<file path="src/rtl/ddr_game_if.sv">
// ddr_game_if: button, lane and display signals of the DDR game controller.
// master drives the button and lane inputs; slave is the controller side.
interface ddr_game_if;
  logic [3:0]  i_btn;
  logic        i_btn_rst;
  logic [3:0]  i_lane_hit_win;
  logic [3:0]  i_lane_expire;
  logic [1:0]  o_state;
  logic [13:0] o_score;
  logic [3:0]  o_diff;
  logic [7:0]  o_combo;
  logic [2:0]  o_misses;
  logic [3:0]  o_clear_lane;
  logic        o_spawn_en;

  modport master (
    output i_btn, i_btn_rst, i_lane_hit_win, i_lane_expire,
    input  o_state, o_score, o_diff, o_combo, o_misses, o_clear_lane, o_spawn_en
  );

  modport slave (
    input  i_btn, i_btn_rst, i_lane_hit_win, i_lane_expire,
    output o_state, o_score, o_diff, o_combo, o_misses, o_clear_lane, o_spawn_en
  );
endinterface

</file>
<file path="src/rtl/ddr_game_ctrl.sv">
// ddr_game_ctrl: judges button presses against lane hit windows and owns
// score, combo, miss and difficulty for the IDLE/PLAY/GAMEOVER game flow.
// Optional macro COMBO_BONUS_EN doubles the points per hit while the combo
// (before the update) is at least 10.
//
// state    | meaning
// ---------+--------------------------------------------------------
// S_IDLE   | waiting for any press; counters held at 0, no spawning
// S_PLAY   | judging presses/expires, arrows may spawn
// S_OVER   | game over; score/diff/combo frozen until restart
// S_BAD    | unreachable encoding, recovers to S_IDLE
module ddr_game_ctrl #(
  parameter int unsigned SCORE_MAX  = 9999,
  parameter int unsigned HIT_PTS    = 10,
  parameter int unsigned MAX_MISS   = 5,
  parameter int unsigned LEVEL_STEP = 100,
  parameter int unsigned MAX_DIFF   = 9
) (
  input logic       clk,
  input logic       rst,
  ddr_game_if.slave bus
);

  typedef enum logic [1:0] {
    S_IDLE = 2'd0,
    S_PLAY = 2'd1,
    S_OVER = 2'd2,
    S_BAD  = 2'd3
  } state_t;

  localparam logic [13:0] SCORE_CAP = 14'(SCORE_MAX);
  localparam logic [7:0]  PTS_BASE  = 8'(HIT_PTS);
  localparam logic [3:0]  MISS_LIM  = 4'(MAX_MISS);
  localparam logic [15:0] STEP      = 16'(LEVEL_STEP);
  localparam logic [3:0]  DIFF_CAP  = 4'(MAX_DIFF);
`ifdef COMBO_BONUS_EN
  localparam logic [7:0]  PTS_BONUS = 8'(HIT_PTS * 2);
`endif

  state_t      state_q, state_d;
  logic [13:0] score_q, score_d;
  logic [3:0]  diff_q, diff_d;
  logic [7:0]  combo_q, combo_d;
  logic [2:0]  misses_q, misses_d;
  logic [15:0] acc_q, acc_d;
  logic [3:0]  clear_q, clear_d;
  logic        spawn_q, spawn_d;
  logic [3:0]  btn_prev_q;

  logic [3:0]  press, hit, wrong, miss;
  logic [2:0]  n_hit, n_miss;
  logic [7:0]  pts;
  logic [9:0]  add;
  logic [14:0] score_sum;
  logic [13:0] score_inc;
  logic [8:0]  combo_sum;
  logic [7:0]  combo_inc;
  logic [3:0]  miss_sum;
  logic [15:0] acc_sum;

  function automatic logic [2:0] popcnt4(input logic [3:0] v);
    return 3'(v[0]) + 3'(v[1]) + 3'(v[2]) + 3'(v[3]);
  endfunction

  // Lane judging and saturating arithmetic for one PLAY cycle.
  always_comb begin
    press  = bus.i_btn & ~btn_prev_q;
    hit    = press & bus.i_lane_hit_win;
    wrong  = press & ~bus.i_lane_hit_win;
    miss   = bus.i_lane_expire & ~hit;
    n_hit  = popcnt4(hit);
    n_miss = popcnt4(miss);
`ifdef COMBO_BONUS_EN
    pts    = (combo_q >= 8'd10) ? PTS_BONUS : PTS_BASE;
`else
    pts    = PTS_BASE;
`endif
    add       = 10'(n_hit) * 10'(pts);
    score_sum = {1'b0, score_q} + 15'(add);
    score_inc = (score_sum > {1'b0, SCORE_CAP}) ? SCORE_CAP : score_sum[13:0];
    combo_sum = {1'b0, combo_q} + 9'(n_hit);
    combo_inc = combo_sum[8] ? 8'hFF : combo_sum[7:0];
    miss_sum  = {1'b0, misses_q} + {1'b0, n_miss};
    // Score already at the ceiling: difficulty stops being fed.
    acc_sum   = acc_q + ((score_q == SCORE_CAP) ? 16'd0 : 16'(add));
  end

  // Next-state and next-register values; restart overrides every state.
  always_comb begin
    state_d  = state_q;
    score_d  = score_q;
    diff_d   = diff_q;
    combo_d  = combo_q;
    misses_d = misses_q;
    acc_d    = acc_q;
    clear_d  = 4'd0;

    case (state_q)
      S_IDLE: begin
        score_d  = 14'd0;
        diff_d   = 4'd0;
        combo_d  = 8'd0;
        misses_d = 3'd0;
        acc_d    = 16'd0;
        if (|press) state_d = S_PLAY;
      end
      S_PLAY: begin
        clear_d = hit;
        score_d = score_inc;
        combo_d = ((|wrong) || (|miss)) ? 8'd0 : combo_inc;
        if (miss_sum >= MISS_LIM) begin
          misses_d = MISS_LIM[2:0];
          state_d  = S_OVER;
        end else begin
          misses_d = miss_sum[2:0];
        end
        if (acc_sum >= STEP) begin
          acc_d  = acc_sum - STEP;
          diff_d = (diff_q >= DIFF_CAP) ? DIFF_CAP : diff_q + 4'd1;
        end else begin
          acc_d  = acc_sum;
        end
      end
      S_OVER: begin
        state_d = S_OVER;
      end
      default: begin
        state_d  = S_IDLE;
        score_d  = 14'd0;
        diff_d   = 4'd0;
        combo_d  = 8'd0;
        misses_d = 3'd0;
        acc_d    = 16'd0;
      end
    endcase

    if (bus.i_btn_rst) begin
      state_d  = S_IDLE;
      score_d  = 14'd0;
      diff_d   = 4'd0;
      combo_d  = 8'd0;
      misses_d = 3'd0;
      acc_d    = 16'd0;
      clear_d  = 4'd0;
    end

    spawn_d = (state_d == S_PLAY);
  end

  // State and game registers; button history tracks in every state.
  always_ff @(posedge clk or posedge rst) begin
    if (rst) begin
      state_q    <= S_IDLE;
      score_q    <= 14'd0;
      diff_q     <= 4'd0;
      combo_q    <= 8'd0;
      misses_q   <= 3'd0;
      acc_q      <= 16'd0;
      clear_q    <= 4'd0;
      spawn_q    <= 1'b0;
      btn_prev_q <= 4'd0;
    end else begin
      state_q    <= state_d;
      score_q    <= score_d;
      diff_q     <= diff_d;
      combo_q    <= combo_d;
      misses_q   <= misses_d;
      acc_q      <= acc_d;
      clear_q    <= clear_d;
      spawn_q    <= spawn_d;
      btn_prev_q <= bus.i_btn;
    end
  end

  assign bus.o_state      = state_q;
  assign bus.o_score      = score_q;
  assign bus.o_diff       = diff_q;
  assign bus.o_combo      = combo_q;
  assign bus.o_misses     = misses_q;
  assign bus.o_clear_lane = clear_q;
  assign bus.o_spawn_en   = spawn_q;

endmodule

</file>
<file path="src/flat_wrapper.sv">
// flat-port wrapper written by rule: the top's interface ports become plain ports
module ddr_game_ctrl_flat 
#(
  parameter int unsigned SCORE_MAX  = 9999,
  parameter int unsigned HIT_PTS    = 10,
  parameter int unsigned MAX_MISS   = 5,
  parameter int unsigned LEVEL_STEP = 100,
  parameter int unsigned MAX_DIFF   = 9
)
  (clk, rst, bus_i_btn, bus_i_btn_rst, bus_i_lane_hit_win, bus_i_lane_expire, bus_o_state, bus_o_score, bus_o_diff, bus_o_combo, bus_o_misses, bus_o_clear_lane, bus_o_spawn_en);
  ddr_game_if bus_i ();
  input logic clk;
  input logic rst;
  input wire logic [$bits(bus_i.i_btn)-1:0] bus_i_btn;
  input wire logic [$bits(bus_i.i_btn_rst)-1:0] bus_i_btn_rst;
  input wire logic [$bits(bus_i.i_lane_hit_win)-1:0] bus_i_lane_hit_win;
  input wire logic [$bits(bus_i.i_lane_expire)-1:0] bus_i_lane_expire;
  output wire logic [$bits(bus_i.o_state)-1:0] bus_o_state;
  output wire logic [$bits(bus_i.o_score)-1:0] bus_o_score;
  output wire logic [$bits(bus_i.o_diff)-1:0] bus_o_diff;
  output wire logic [$bits(bus_i.o_combo)-1:0] bus_o_combo;
  output wire logic [$bits(bus_i.o_misses)-1:0] bus_o_misses;
  output wire logic [$bits(bus_i.o_clear_lane)-1:0] bus_o_clear_lane;
  output wire logic [$bits(bus_i.o_spawn_en)-1:0] bus_o_spawn_en;
  assign bus_i.i_btn = bus_i_btn;
  assign bus_i.i_btn_rst = bus_i_btn_rst;
  assign bus_i.i_lane_hit_win = bus_i_lane_hit_win;
  assign bus_i.i_lane_expire = bus_i_lane_expire;
  assign bus_o_state = bus_i.o_state;
  assign bus_o_score = bus_i.o_score;
  assign bus_o_diff = bus_i.o_diff;
  assign bus_o_combo = bus_i.o_combo;
  assign bus_o_misses = bus_i.o_misses;
  assign bus_o_clear_lane = bus_i.o_clear_lane;
  assign bus_o_spawn_en = bus_i.o_spawn_en;
  ddr_game_ctrl #(.SCORE_MAX(SCORE_MAX), .HIT_PTS(HIT_PTS), .MAX_MISS(MAX_MISS), .LEVEL_STEP(LEVEL_STEP), .MAX_DIFF(MAX_DIFF)) u_core (.clk(clk), .rst(rst), .bus(bus_i));
endmodule
</file>
<file path="config.mk">
export PLATFORM = sky130hd
export DESIGN_NAME = ddr_game_ctrl_flat
export DESIGN_NICKNAME = d
export VERILOG_FILES = /design/src/rtl/ddr_game_if.sv /design/src/rtl/ddr_game_ctrl.sv /design/src/flat_wrapper.sv
export SDC_FILE = /design/constraint.sdc
export NUM_CORES = 1
export LEC_CHECK = 0
export CAP_MARGIN = 20
export CORE_MARGIN = 2
export CORE_UTILIZATION = 40
export DETAILED_ROUTE_END_ITERATION = 12
export DONT_BUFFER_PORTS = 1
export HOLD_SLACK_MARGIN = 0.08
export PLACE_DENSITY = 0.54
export SKIP_CTS_REPAIR_TIMING = 1
export SYNTH_ARGS = -nofsm -noshare
export SYNTH_HDL_FRONTEND = slang
export SYNTH_SLANG_ARGS = --single-unit
</file>
<file path="constraint.sdc">
create_clock -name clk -period 8.3 [get_ports clk]
set_input_delay 1.245 -clock clk [delete_from_list [all_inputs] [get_ports clk]]
set_output_delay 1.245 -clock clk [all_outputs]
set_load 0.005 [all_outputs]
</file>
==> impl_metrics.tcl <==
set metrics [dict create \
    cap_viol_max_count 0 \
    r2r_cells 20 \
    p_switching_w 0.0003951 \
    vias 3573 \
    powerDensity_mw_per_mm2 210.1 \
    critPathMaxFanout 12 \
    p_int_w 0.0005791 \
    hold-worst-slack_ns 0.5081 \
    yosys.area.top_type_share_pct 31.02 \
    area_delta_synth_final_pct 4.512 \
    first_pass_iters 4 \
    cpPeakStageDelay_ns 0.66 \
    p_comb_share_pct 47.4 \
    multi_input_area_mm2 0.002798 \
    r2r_end "u_core.bus.o_diff[2]" \
    synth_top_area_cell "dfrtp_1" \
    fillerInstances 1088 \
    cts_tree "yes" \
    io_buffers 0 \
    highest_layer "met4" \
    final_cells 641 \
    ys_seq_elements 55 \
    post-route-period-util_pct 71.49 \
    wl_met2_um 4852 \
    path_class "input port to flop" \
    grtUsageTotal_pct 19.19 \
    synth_area_mm2 0.004437 \
    dp_slack_ns 2.040 \
    drv_slew 0 \
    finalWorstSetupSlack_ns 2.366 \
    cp_common_cell "ha_1" \
    yosys_warnings 0 \
    start_util_pct 40.93 \
    cp-end-kind "flop" \
    r2r-start "u_core.btn_prev_q[1]" \
    synth-edff-count 0 \
    setup_viol 0 \
    clk_latency_ns 0.32 \
    worst_slew_pin_slew_ns 0.9817 \
    final_cell_area_mm2 0.004637 \
    grt_pass1_wl_um 18040 \
    hold_violations 0 \
    syn_inst 512 \
    die_h_um 109.3 \
    overflow 0 \
    final.setup.tns_ns 0 \
    drt_iter0_markers 127 \
    met1_length_um 5278 \
    seqCellArea_mm2 0.001376 \
    core_area_mm2 0.01084 \
    htreeDepth 2 \
    p_leak_nw 2.192 \
    rows 38 \
    synth.most_common_cell "nand2_1" \
    post_route_cells_drive_above_1_share_pct 8.184 \
    rsz0062_at_grt "no" \
    ys_async_sr_fraction_pct 100.0 \
    switching_share_pct 40.55 \
    yosys-top-cells-count "nand2_1, dfrtp_1, inv_1, o21ai_0" \
    slew_headroom_pct 34.43 \
    cp-endpoint "u_core.bus.o_diff[2]" \
    cts_num_sinks 55 \
    wl_met3_um 355 \
    synthTopCellsByArea "dfrtp_1, ha_1, nand2_1" \
    ant_nets 0 \
    hp-class "flop to flop" \
    cts_made_buffers 5 \
    ios 51 \
    cts.path.max_buffers 2 \
    via_per_inst 5.574 \
    cts_root_buf "clkbuf_8" \
    outcome "complete, no violations" \
    crit_cells 20 \
    grt_max_degree 56 \
    antenna_found_initial 0 \
    crit_arrival_ns 6.14 \
    clk_pin_slew_ns 0.11 \
    fmaxAchievable_mhz 168.5 \
    cp.buffers_inverters 3 \
    cp_cell_sequence "nor2b_1 -> nand2_1 -> inv_1 -> ha_1 -> inv_1 -> fa_1 -> inv_1 -> ha_1 -> ha_1 -> and2_1 -> ha_1 -> o21a_2 -> o21ai_2 -> a21oi_2 -> nand4_1 -> a2111oi_4 -> nand3_2 -> and3_1 -> a31oi_1 -> a21oi_1" \
    diodes 0 \
    seqPwrFrac_pct 33.0 \
    grt_pass1_vias 3453 \
    ys.flop_type "dfrtp_1" \
    period_needed_ns 5.934 \
    avgRoutedWirePerCell_um 16.60 \
    hpwl_um 7804 \
    start_kind "input port" \
    cp_slowest_cell "a2111oi_4" \
    cp.required_ns 8.51 \
    placed_cell_area_mm2 0.004526 \
    vdd_drop_max_mv 0.1058 \
    fp.dieW_um 109.3 \
    dieArea_mm2 0.01195 \
    gp_congestion 0.8130 \
    seq_area_frac_synth_pct 31.02 \
    finClkSkew_ns 0.006860 \
    routed_wl_um 10640 \
    syn_area_per_cell_um2 8.666 \
    nNetsFinal 552 \
    drc 0 \
    placed_cells 633 \
    reg2reg_slack_ns 2.94 \
    synth_nets 564 \
    power_frac_clock_pct 19.5 \
    synth_cell_types 81 \
    startpoint "bus_i_btn[1]" \
    crit_family "compound AO/OA/AOI/OAI gates" \
]
==> state kept, by name (all words and copies together) (netlist names) <==
register / flops
u_core.bus.o_state: 2
u_core.bus.o_combo: 8
u_core.btn_prev_q: 4
u_core.bus.o_clear_lane: 4
u_core.bus.o_score: 14
u_core.bus.o_spawn_en: 1
u_core.bus.o_misses: 3
u_core.bus.o_diff: 4
u_core.acc_q: 15
==> layout by cell type, fill, tap and decap left out, types with 3 or more instances in the layout <==
| cell | count |
|---|---|
| a2111oi_0 | 3 |
| a211o_1 | 3 |
| a21o_1 | 12 |
| a21oi_1 | 30 |
| a22o_1 | 8 |
| a31oi_1 | 5 |
| a41oi_1 | 3 |
| and2_1 | 9 |
| and3_1 | 8 |
| buf_4 | 4 |
| clkbuf_8 | 5 |
| dfrtp_1 | 55 |
| fa_1 | 6 |
| ha_1 | 31 |
| inv_1 | 38 |
| mux2i_1 | 5 |
| nand2_1 | 63 |
| nand2b_1 | 6 |
| nand3_1 | 14 |
| nand4_1 | 4 |
| nor2_1 | 31 |
| nor2b_1 | 8 |
| nor3_1 | 8 |
| nor3b_1 | 3 |
| o21a_1 | 3 |
| o21ai_0 | 32 |
| o21ai_1 | 7 |
| o21bai_1 | 3 |
| o31ai_1 | 7 |
| or3_1 | 6 |
| xnor2_1 | 17 |
| xor2_1 | 5 |
==> metrics by stage <==
step           utilization, %   power, W
6_report                42.77  0.0009742
4_1_cts                 42.77  0.0009832
5_1_grt                 42.77   0.001049
2_1_floorplan               -  0.0007051
3_3_place_gp            41.75  0.0007796
3_5_place_dp            41.75  0.0007904
==> area by class of cell <==
cell class | instances | area share [%]
Multi-Input combinational cell | 395 | 60.33
Sequential cell | 55 | 29.68
Tap cell | 140 | 3.778
Inverter | 39 | 3.157
Clock buffer | 6 | 1.565
Clock inverter | 2 | 0.8365
Timing Repair Buffer | 4 | 0.6476
==> worst min-delay path by stage <==
stage,startpoint,endpoint,slack (ns),depth (start not counted)
after global routing,u_core.acc_q[6],u_core.acc_q[6],0.56,1
after global placement,u_core.acc_q[5],u_core.acc_q[5],0.48,2
after floorplan,u_core.acc_q[3],u_core.acc_q[3],0.46,2
final,u_core.acc_q[3],u_core.acc_q[3],0.51,2
after detailed placement,u_core.acc_q[3],u_core.acc_q[3],0.49,2
after CTS,u_core.acc_q[3],u_core.acc_q[3],0.52,2
==> worst min-delay path, cell delays in order (launching register included) <==
cell     delay [ns]
dfrtp_1        0.36
nand2_1        0.05
o21ai_1        0.07
==> power by group through the flow <==
stage                     combinational (W)  clock [W]  sequential (W)
after CTS                          0.000464   0.000197        0.000322
final                              0.000462   0.000190        0.000322
after global routing               0.000517   0.000204        0.000327
after detailed placement           0.000463          0        0.000327
after floorplan                    0.000391          0        0.000314
after global placement             0.000453          0        0.000327
==> logic make-up (layout without fill, tap and decap cells) <==
logic type      after synthesis  in the layout  share of synthesized area (%)
flops                        55             55                          31.02
buf+inv                      62             51                          5.922
xor+xnor                     23             23                          4.710
compound gates              146            146                          23.60
simple gates                182            182                          21.66
mux                           7              7                          1.636
fa+ha+maj                    37             37                          11.45
==> layer usage <==
metal	global-route usage [%]	vias up
met5	0	-
met3	3.438	12
met4	4.973	0
met1	26.88	1689
li1	-	1805
met2	30.64	67
No activity file was read; power rests on OpenSTA's default activity.
